===== config.mk =====
export PLATFORM = sky130hd
export DESIGN_NAME = lenet_frame_sequencer
export DESIGN_NICKNAME = d
export VERILOG_FILES = /design/src/rtl/lenet_frame_sequencer_pkg.sv /design/src/rtl/lenet_frame_sequencer_geom_check.sv /design/src/rtl/lenet_frame_sequencer.sv
export SDC_FILE = /design/constraint.sdc
export NUM_CORES = 1
export LEC_CHECK = 0
export CAP_MARGIN = 30
export CORE_MARGIN = 8
export CORE_UTILIZATION = 49
export CTS_BUF_LIST = sky130_fd_sc_hd__clkbuf_16
export CTS_CLUSTER_SIZE = 14
export DETAILED_ROUTE_END_ITERATION = 16
export GPL_ROUTABILITY_DRIVEN = 0
export PLACE_DENSITY = 0.89
export SYNTH_ARGS = -nofsm -noshare
export SYNTH_HDL_FRONTEND = slang
export SYNTH_HIERARCHICAL = 1
export SYNTH_SLANG_ARGS = --single-unit

===== constraint.sdc =====
create_clock -name clk -period 2.71 [get_ports clk]
set_input_delay 0.542 -clock clk [delete_from_list [all_inputs] [get_ports clk]]
set_output_delay 0.542 -clock clk [all_outputs]
set_load 0.03 [all_outputs]

===== src/rtl/lenet_frame_sequencer_pkg.sv =====
// Shared definitions for the LeNet frame sequencer: FSM states and default frame geometry.
// Latency: n/a (declarations only).
// Backpressure: n/a (declarations only).
package lenet_frame_sequencer_pkg;

  localparam int DEF_IMG_W = 28;
  localparam int DEF_IMG_H = 28;
  localparam int CLASS_W   = 4;
  localparam int IN_PIX_W  = 8;

  typedef enum logic [1:0] {
    ST_IDLE = 2'd0,
    ST_PASS = 2'd1,
    ST_WAIT = 2'd2,
    ST_DROP = 2'd3
  } seq_state_t;

endpackage


===== src/rtl/lenet_frame_sequencer_geom_check.sv =====
// Column/row tracker for a raster pixel stream; flags beats whose line/frame markers disagree with IMG_W x IMG_H.
// Latency: mismatch is combinational on the current beat; counters update on the clock edge.
// Backpressure: none; every beat presented with beat=1 is counted.
module lenet_frame_sequencer_geom_check #(
  parameter int IMG_W = 28,
  parameter int IMG_H = 28
) (
  input  logic clk,
  input  logic srst,
  input  logic beat,
  input  logic start,
  input  logic line_last,
  input  logic frame_last,
  output logic mismatch
);

  localparam int CW = $clog2(IMG_W + 1);
  localparam int RW = $clog2(IMG_H + 1);
  localparam logic [CW-1:0] COL_LAST = CW'(IMG_W - 1);
  localparam logic [RW-1:0] ROW_LAST = RW'(IMG_H - 1);

  logic [CW-1:0] col_q;
  logic [CW-1:0] col_eff;
  logic [RW-1:0] row_q;
  logic [RW-1:0] row_eff;
  logic          col_end;

  // A start beat is position (0,0) regardless of what the counters hold.
  always_comb begin
    col_eff  = start ? '0 : col_q;
    row_eff  = start ? '0 : row_q;
    col_end  = (col_eff == COL_LAST);
    mismatch = beat && ((line_last && !col_end) ||
                        (!line_last && col_end) ||
                        (frame_last && (!line_last || (row_eff != ROW_LAST))));
  end

  // Advance the raster position; line_last restarts the column on the next row.
  always_ff @(posedge clk) begin
    if (srst) begin
      col_q <= '0;
      row_q <= '0;
    end else if (beat) begin
      if (line_last) begin
        col_q <= '0;
        row_q <= row_eff + 1'b1;
      end else begin
        col_q <= col_eff + 1'b1;
        row_q <= row_eff;
      end
    end
  end

endmodule


===== src/rtl/lenet_frame_sequencer.sv =====
// Admits one whole pixel frame at a time into LeNet, drops frames arriving while busy, latches the class result.
// Latency: every output is registered; out_* follow in_* by exactly one clk cycle.
// Backpressure: none on the input stream; frames that cannot be accepted are dropped whole. Optional watchdog: LENET_TIMEOUT_EN.
module lenet_frame_sequencer
  import lenet_frame_sequencer_pkg::*;
#(
  parameter int PIX_BITS    = 8,
  parameter int IMG_W       = DEF_IMG_W,
  parameter int IMG_H       = DEF_IMG_H,
  parameter int CNT_W       = 16,
  parameter int TIMEOUT_CYC = 200000
) (
  input  logic                clk,
  input  logic                srst,
  input  logic                in_valid,
  input  logic                in_line_last,
  input  logic                in_frame_last,
  input  logic [IN_PIX_W-1:0] in_pixel,
  input  logic                lenet_done,
  input  logic [CLASS_W-1:0]  lenet_class,
  output logic                out_start,
  output logic                out_valid,
  output logic [PIX_BITS-1:0] out_pixel,
  output logic                busy,
  output logic                res_valid,
  output logic [CLASS_W-1:0]  res_class,
  output logic [CNT_W-1:0]    frames_ok,
  output logic [CNT_W-1:0]    frames_drop,
  output logic                err_geom,
  output logic                err_timeout,
  input  logic                err_clr
);

  seq_state_t          state;
  logic                done_seen;
  logic [PIX_BITS-1:0] pix_fmt;
  logic                fwd_beat;
  logic                start_beat;
  logic                geom_mismatch;
  logic                geom_set;
  logic                to_fire;

  // Signed pixel resizing: pass, sign-extend, or keep the MSBs.
  generate
    if (PIX_BITS == IN_PIX_W) begin : g_pix_pass
      assign pix_fmt = in_pixel;
    end else if (PIX_BITS > IN_PIX_W) begin : g_pix_sext
      assign pix_fmt = {{(PIX_BITS - IN_PIX_W){in_pixel[IN_PIX_W-1]}}, in_pixel};
    end else begin : g_pix_msb
      logic [IN_PIX_W-PIX_BITS-1:0] unused_pix_lsb;
      assign pix_fmt        = in_pixel[IN_PIX_W-1 -: PIX_BITS];
      assign unused_pix_lsb = in_pixel[IN_PIX_W-PIX_BITS-1:0];
    end
  endgenerate

  assign start_beat = in_valid && (state == ST_IDLE);
  assign fwd_beat   = in_valid && ((state == ST_IDLE) || (state == ST_PASS));
  // A single-beat frame can never be a legal IMG_W x IMG_H frame.
  assign geom_set   = geom_mismatch || (start_beat && in_frame_last);

  lenet_frame_sequencer_geom_check #(
    .IMG_W (IMG_W),
    .IMG_H (IMG_H)
  ) u_geom (
    .clk        (clk),
    .srst       (srst),
    .beat       (fwd_beat),
    .start      (start_beat),
    .line_last  (in_line_last),
    .frame_last (in_frame_last),
    .mismatch   (geom_mismatch)
  );

`ifdef LENET_TIMEOUT_EN
  localparam int TO_W = $clog2(TIMEOUT_CYC + 1);
  localparam logic [TO_W-1:0] TO_FIRE = TO_W'(TIMEOUT_CYC - 1);
  localparam logic [TO_W-1:0] TO_SAT  = TO_W'(TIMEOUT_CYC);

  seq_state_t      state_prev;
  logic [TO_W-1:0] to_cnt;
  logic [TO_W-1:0] to_eff;
  logic            to_active;

  // Cycles spent in the current WAIT/DROP visit; a state change restarts the count at zero.
  always_comb begin
    to_active = (state == ST_WAIT) || (state == ST_DROP);
    to_eff    = (state != state_prev) ? '0 : to_cnt;
    to_fire   = to_active && (to_eff == TO_FIRE);
  end

  // Watchdog counter, saturating past the limit so it fires once per visit.
  always_ff @(posedge clk) begin
    if (srst) begin
      state_prev <= ST_IDLE;
      to_cnt     <= '0;
    end else begin
      state_prev <= state;
      if (!to_active)
        to_cnt <= '0;
      else if (to_eff == TO_SAT)
        to_cnt <= to_eff;
      else
        to_cnt <= to_eff + 1'b1;
    end
  end
`else
  logic unused_timeout_cfg;
  assign unused_timeout_cfg = (TIMEOUT_CYC != 0);
  assign to_fire            = 1'b0;
`endif

  // Frame admission FSM with all outputs registered alongside the state.
  always_ff @(posedge clk) begin
    if (srst) begin
      state       <= ST_IDLE;
      done_seen   <= 1'b0;
      out_start   <= 1'b0;
      out_valid   <= 1'b0;
      out_pixel   <= '0;
      busy        <= 1'b0;
      res_valid   <= 1'b0;
      res_class   <= '0;
      frames_ok   <= '0;
      frames_drop <= '0;
      err_geom    <= 1'b0;
      err_timeout <= 1'b0;
    end else begin
      out_start <= 1'b0;
      out_valid <= 1'b0;
      res_valid <= 1'b0;
      err_geom  <= (err_geom & ~err_clr) | geom_set;
`ifdef LENET_TIMEOUT_EN
      err_timeout <= (err_timeout & ~err_clr) | to_fire;
`else
      err_timeout <= 1'b0;
`endif
      case (state)
        ST_IDLE: begin
          if (in_valid) begin
            out_start <= 1'b1;
            out_valid <= 1'b1;
            out_pixel <= pix_fmt;
            busy      <= 1'b1;
            if (in_frame_last) begin
              frames_ok <= frames_ok + 1'b1;
              state     <= ST_WAIT;
            end else begin
              state <= ST_PASS;
            end
          end
        end
        ST_PASS: begin
          if (in_valid) begin
            out_valid <= 1'b1;
            out_pixel <= pix_fmt;
            if (in_frame_last) begin
              frames_ok <= frames_ok + 1'b1;
              state     <= ST_WAIT;
            end
          end
        end
        ST_WAIT: begin
          if (lenet_done) begin
            res_class <= lenet_class;
            res_valid <= 1'b1;
          end
          if (in_valid) begin
            frames_drop <= frames_drop + 1'b1;
            if (!in_frame_last) begin
              state     <= ST_DROP;
              done_seen <= lenet_done | to_fire;
            end else if (lenet_done || to_fire) begin
              // One-beat frame already fully discarded: nothing left to drop.
              state <= ST_IDLE;
              busy  <= 1'b0;
            end
          end else if (lenet_done || to_fire) begin
            state <= ST_IDLE;
            busy  <= 1'b0;
          end
        end
        ST_DROP: begin
          if (lenet_done) begin
            res_class <= lenet_class;
            res_valid <= 1'b1;
          end
          if (in_valid && in_frame_last) begin
            done_seen <= 1'b0;
            if (done_seen || lenet_done || to_fire) begin
              state <= ST_IDLE;
              busy  <= 1'b0;
            end else begin
              state <= ST_WAIT;
            end
          end else if (lenet_done || to_fire) begin
            done_seen <= 1'b1;
          end
        end
        default: begin
          state <= ST_IDLE;
          busy  <= 1'b0;
        end
      endcase
    end
  end

endmodule


==> flow_metrics.py <==
metrics = {
    "run_status": {
        "outcome": "completed",
    },
    "floorplanning": {
        "die_area_um2": 8414,
        "pin_count": 69,
        "rows": 27,
        "start_util_pct": 50.72,
        "coreArea_um2": 5540,
        "chipHeight_um": 91.73,
        "dieWidth_um": 91.73,
    },
    "timing": {
        "setup_tns_ns": 0,
        "fin_crit_ns": 2.444,
        "grt_setup_unrepaired": "no",
        "slew_violations": 0,
        "max_freq_ghz": 0.4091,
        "hold_viol": 0,
        "finalSetupViolations": 0,
        "worst_pin_slew_ns": 0.5837,
        "fin_skew_ns": 0.005661,
        "maxSlewHeadroom_pct": 60.73,
        "finalCritPeriodShare_pct": 90.19,
    },
    "routing": {
        "drc": 0,
        "routed_wl_mm": 6.929,
        "dr.pass1.iters": 4,
        "wl_per_cell_um": 14.32,
        "via_count": 2653,
        "via_per_inst": 5.481,
        "drt-initial-drc-count": 118,
        "drtAntennaViolNets": 0,
    },
    "critical_path": {
        "max_stage_delay_ns": 0.53,
        "crit_type": "input port to flip-flop",
        "cp-end-kind": "flip-flop",
        "reg2reg_depth": 7,
        "r2r-start": "state[0]$_SDFFE_PP0P_",
        "arrival_ns": 2.63,
        "rrSetupSlack_ns": 0.47,
        "path_cells": "clkdlybuf4s50_1 > nand2b_1 > nor2_1 > buf_4 > nor2b_1 > ha_1 > nand2_1 > o311ai_0 > a21oi_1",
        "r2r-end": "u_geom/row_q[4]$_SDFFE_PP0P_",
        "cp_slowest_cell": "clkdlybuf4s50_1",
        "worstPathMaxFanout": 7,
        "critPathRequiredTime_ns": 2.89,
        "start_kind": "input port",
    },
    "placement": {
        "portBuffers": 67,
        "dp_cells": 468,
        "dpl.hpwl_mm": 4.854,
    },
    "synthesis": {
        "syn-instance-count": 338,
        "syn-mean-instance-area_um2": 8.314,
        "synth_nets": 361,
        "synth_edf_count": 0,
        "yosys_warnings": 6,
        "syn-cell-area_um2": 2810,
        "ys.flop_type": "dfxtp_1",
        "yosysSeqAreaShare_pct": 44.17,
        "synthArstFlopShare_pct": 0,
        "synth_cell_types": 46,
        "synth_seq_cells": 62,
    },
    "min_path": {
        "hold_depth": 2,
        "hold_end": "out_pixel[7]$_SDFFE_PP0P_",
        "hp-start": "out_pixel[7]$_SDFFE_PP0P_",
        "hp-class": "flip-flop to flip-flop",
    },
    "flow_run": {
        "cap_violations": 0,
    },
    "global_route": {
        "gr-total-overflow": 0,
        "grt_max_degree": 36,
        "antenna_found_initial": 0,
        "grt.total_usage_pct": 16.66,
        "grt_pass1_vias": 2613,
        "grt_pass1_wl_mm": 11.62,
    },
    "clocking": {
        "cts_buffers": 9,
        "cts_buffer_depth": 2,
        "cts_tree": "done",
        "post_cts_buffers": 0,
        "h-tree-depth": 3,
        "cts_hold_buf": 0,
        "cts_sinks": 62,
        "clk_latency_ns": 0.32,
        "path_clk_slew_ns": 0.05,
        "cts-root-buf": "clkbuf_16",
        "ctsResizeCount": 0,
    },
    "finish": {
        "mostFrequentLayoutCells": "clkdlybuf4s50_1 (66), dfxtp_1 (62), nand2_1 (47)",
        "nNetsFinal": 430,
        "fin_cells": 484,
        "diodes": 0,
        "synthToLayoutAreaGrowth_pct": 35.75,
        "drive_gt1_share_pct": 6.553,
        "final_common_cell": "clkdlybuf4s50_1",
    },
    "power_and_ir_drop": {
        "ir_drop_mv": 0.3802,
        "powerDensity_nw_per_um2": 567.9,
        "leakage_nw": 1.372,
    },
}
[how the worst max path moves through the flow]
stage / endpoint / slack (ns) / start / depth (start not counted)
6_report: u_geom/row_q[4]$_SDFFE_PP0P_ / 0.27 / in_valid / 9
5_1_grt: u_geom/row_q[4]$_SDFFE_PP0P_ / 0.09 / in_valid / 9
4_1_cts: u_geom/row_q[4]$_SDFFE_PP0P_ / 0.30 / in_valid / 9
3_5_place_dp: u_geom/row_q[4]$_SDFFE_PP0P_ / -0.0009 / in_valid / 9
3_3_place_gp: u_geom/row_q[4]$_SDFFE_PP0P_ / 0.11 / in_valid / 9
2_1_floorplan: u_geom/row_q[4]$_SDFFE_PP0P_ / 0.41 / in_valid / 9
[cells by family after synthesis]
kind of cell | share of synthesized area [%]
simple gates | 29.92
flops | 44.17
buf+inv | 3.384
mux | 0.7569
fa+ha+maj | 1.781
compound gates | 13.00
other cells | 0.1334
xor+xnor | 6.856
[stage by stage]
| step | cell area, um^2 | util [%] | setup slack, ns | hold slack (ns) | power, mW |
|---|---|---|---|---|---|
| 6_report | 3815 | 68.86 | 0.2658 | 0.4537 | 2.167 |
| 5_1_grt | 3815 | 68.86 | 0.09175 | 0.4747 | 2.262 |
| 4_1_cts | 3815 | 68.86 | 0.2986 | 0.4539 | 2.184 |
| 3_5_place_dp | 3557 | 64.21 | -0.0008697 | 0.4474 | 1.201 |
| 3_3_place_gp | 3557 | 64.21 | 0.1082 | 0.4417 | 1.196 |
| 2_1_floorplan | 2810 | - | 0.4074 | 0.4436 | 1.108 |
[where the power goes]
group          total, mW  switching (mW)  internal (mW)
logic              0.229           0.130         0.0989
clock network      0.983           0.382          0.600
registers          0.955          0.0179          0.937
total               2.17           0.530           1.64
[cell type report]
cell class                 instances  area (um^2)
fill                             426         1725
multi-input combinational        254         1474
sequential                        62         1241
timing repair buffer              77        740.7
clock buffer                       9        225.2
tap                               72        90.09
clock inverter                     7        32.53
inverter                           3        11.26
[layer usage]
layer | global-route usage (%) | up-vias | part of all wire, %
met3 | 8.557 | 11 | 9.3
met5 | 0 | - | 0
met2 | 28.33 | 71 | 49
met1 | 16.52 | 1235 | 40
met4 | 8.054 | 0 | 1.6
li1 | - | 1336 | -
[state kept, by name, summed over array words and instances, names as in the netlist]
signal        count
busy              1
state             2
res_valid         1
res_class         4
u_geom/row_q      5
out_valid         1
out_pixel         8
err_geom          1
u_geom/col_q      5
done_seen         1
frames_ok        16
out_start         1
frames_drop      16
[worst max-delay path: cells and delay by family]
kind                       cells  cell delay, ns
buffers and inverters          2            0.73
AOI/OAI and AO/OA              2            0.60
and+or+nand+nor                4            0.54
adders and majority gates      1            0.22
[cell usage after synthesis (2+ instances only)]
master	count	area, um^2
nor3_1	11	55.05
buf_4	2	15.01
buf_1	2	7.510
ha_1	4	50.05
o31ai_1	3	22.52
a21o_1	2	15.01
nor2b_1	7	43.79
clkbuf_1	11	41.29
inv_1	2	7.510
or3_1	6	37.54
o21ai_0	16	80.08
nand3_1	14	70.07
and3b_1	2	17.52
nand2_1	47	176.4
buf_2	4	20.02
a21oi_1	36	180.2
dfxtp_1	62	1241
nor4_1	4	25.02
nor2_1	33	123.9
nand4b_1	5	43.79
xnor2_1	10	87.58
and4b_1	2	20.02
nand3b_1	2	15.01
or4_1	5	37.54
nand2b_1	4	25.02
and4_1	2	17.52
nand4_1	6	37.54
and3_1	5	31.28
xor2_1	12	105.1
Power figures use the tool's default switching activity.
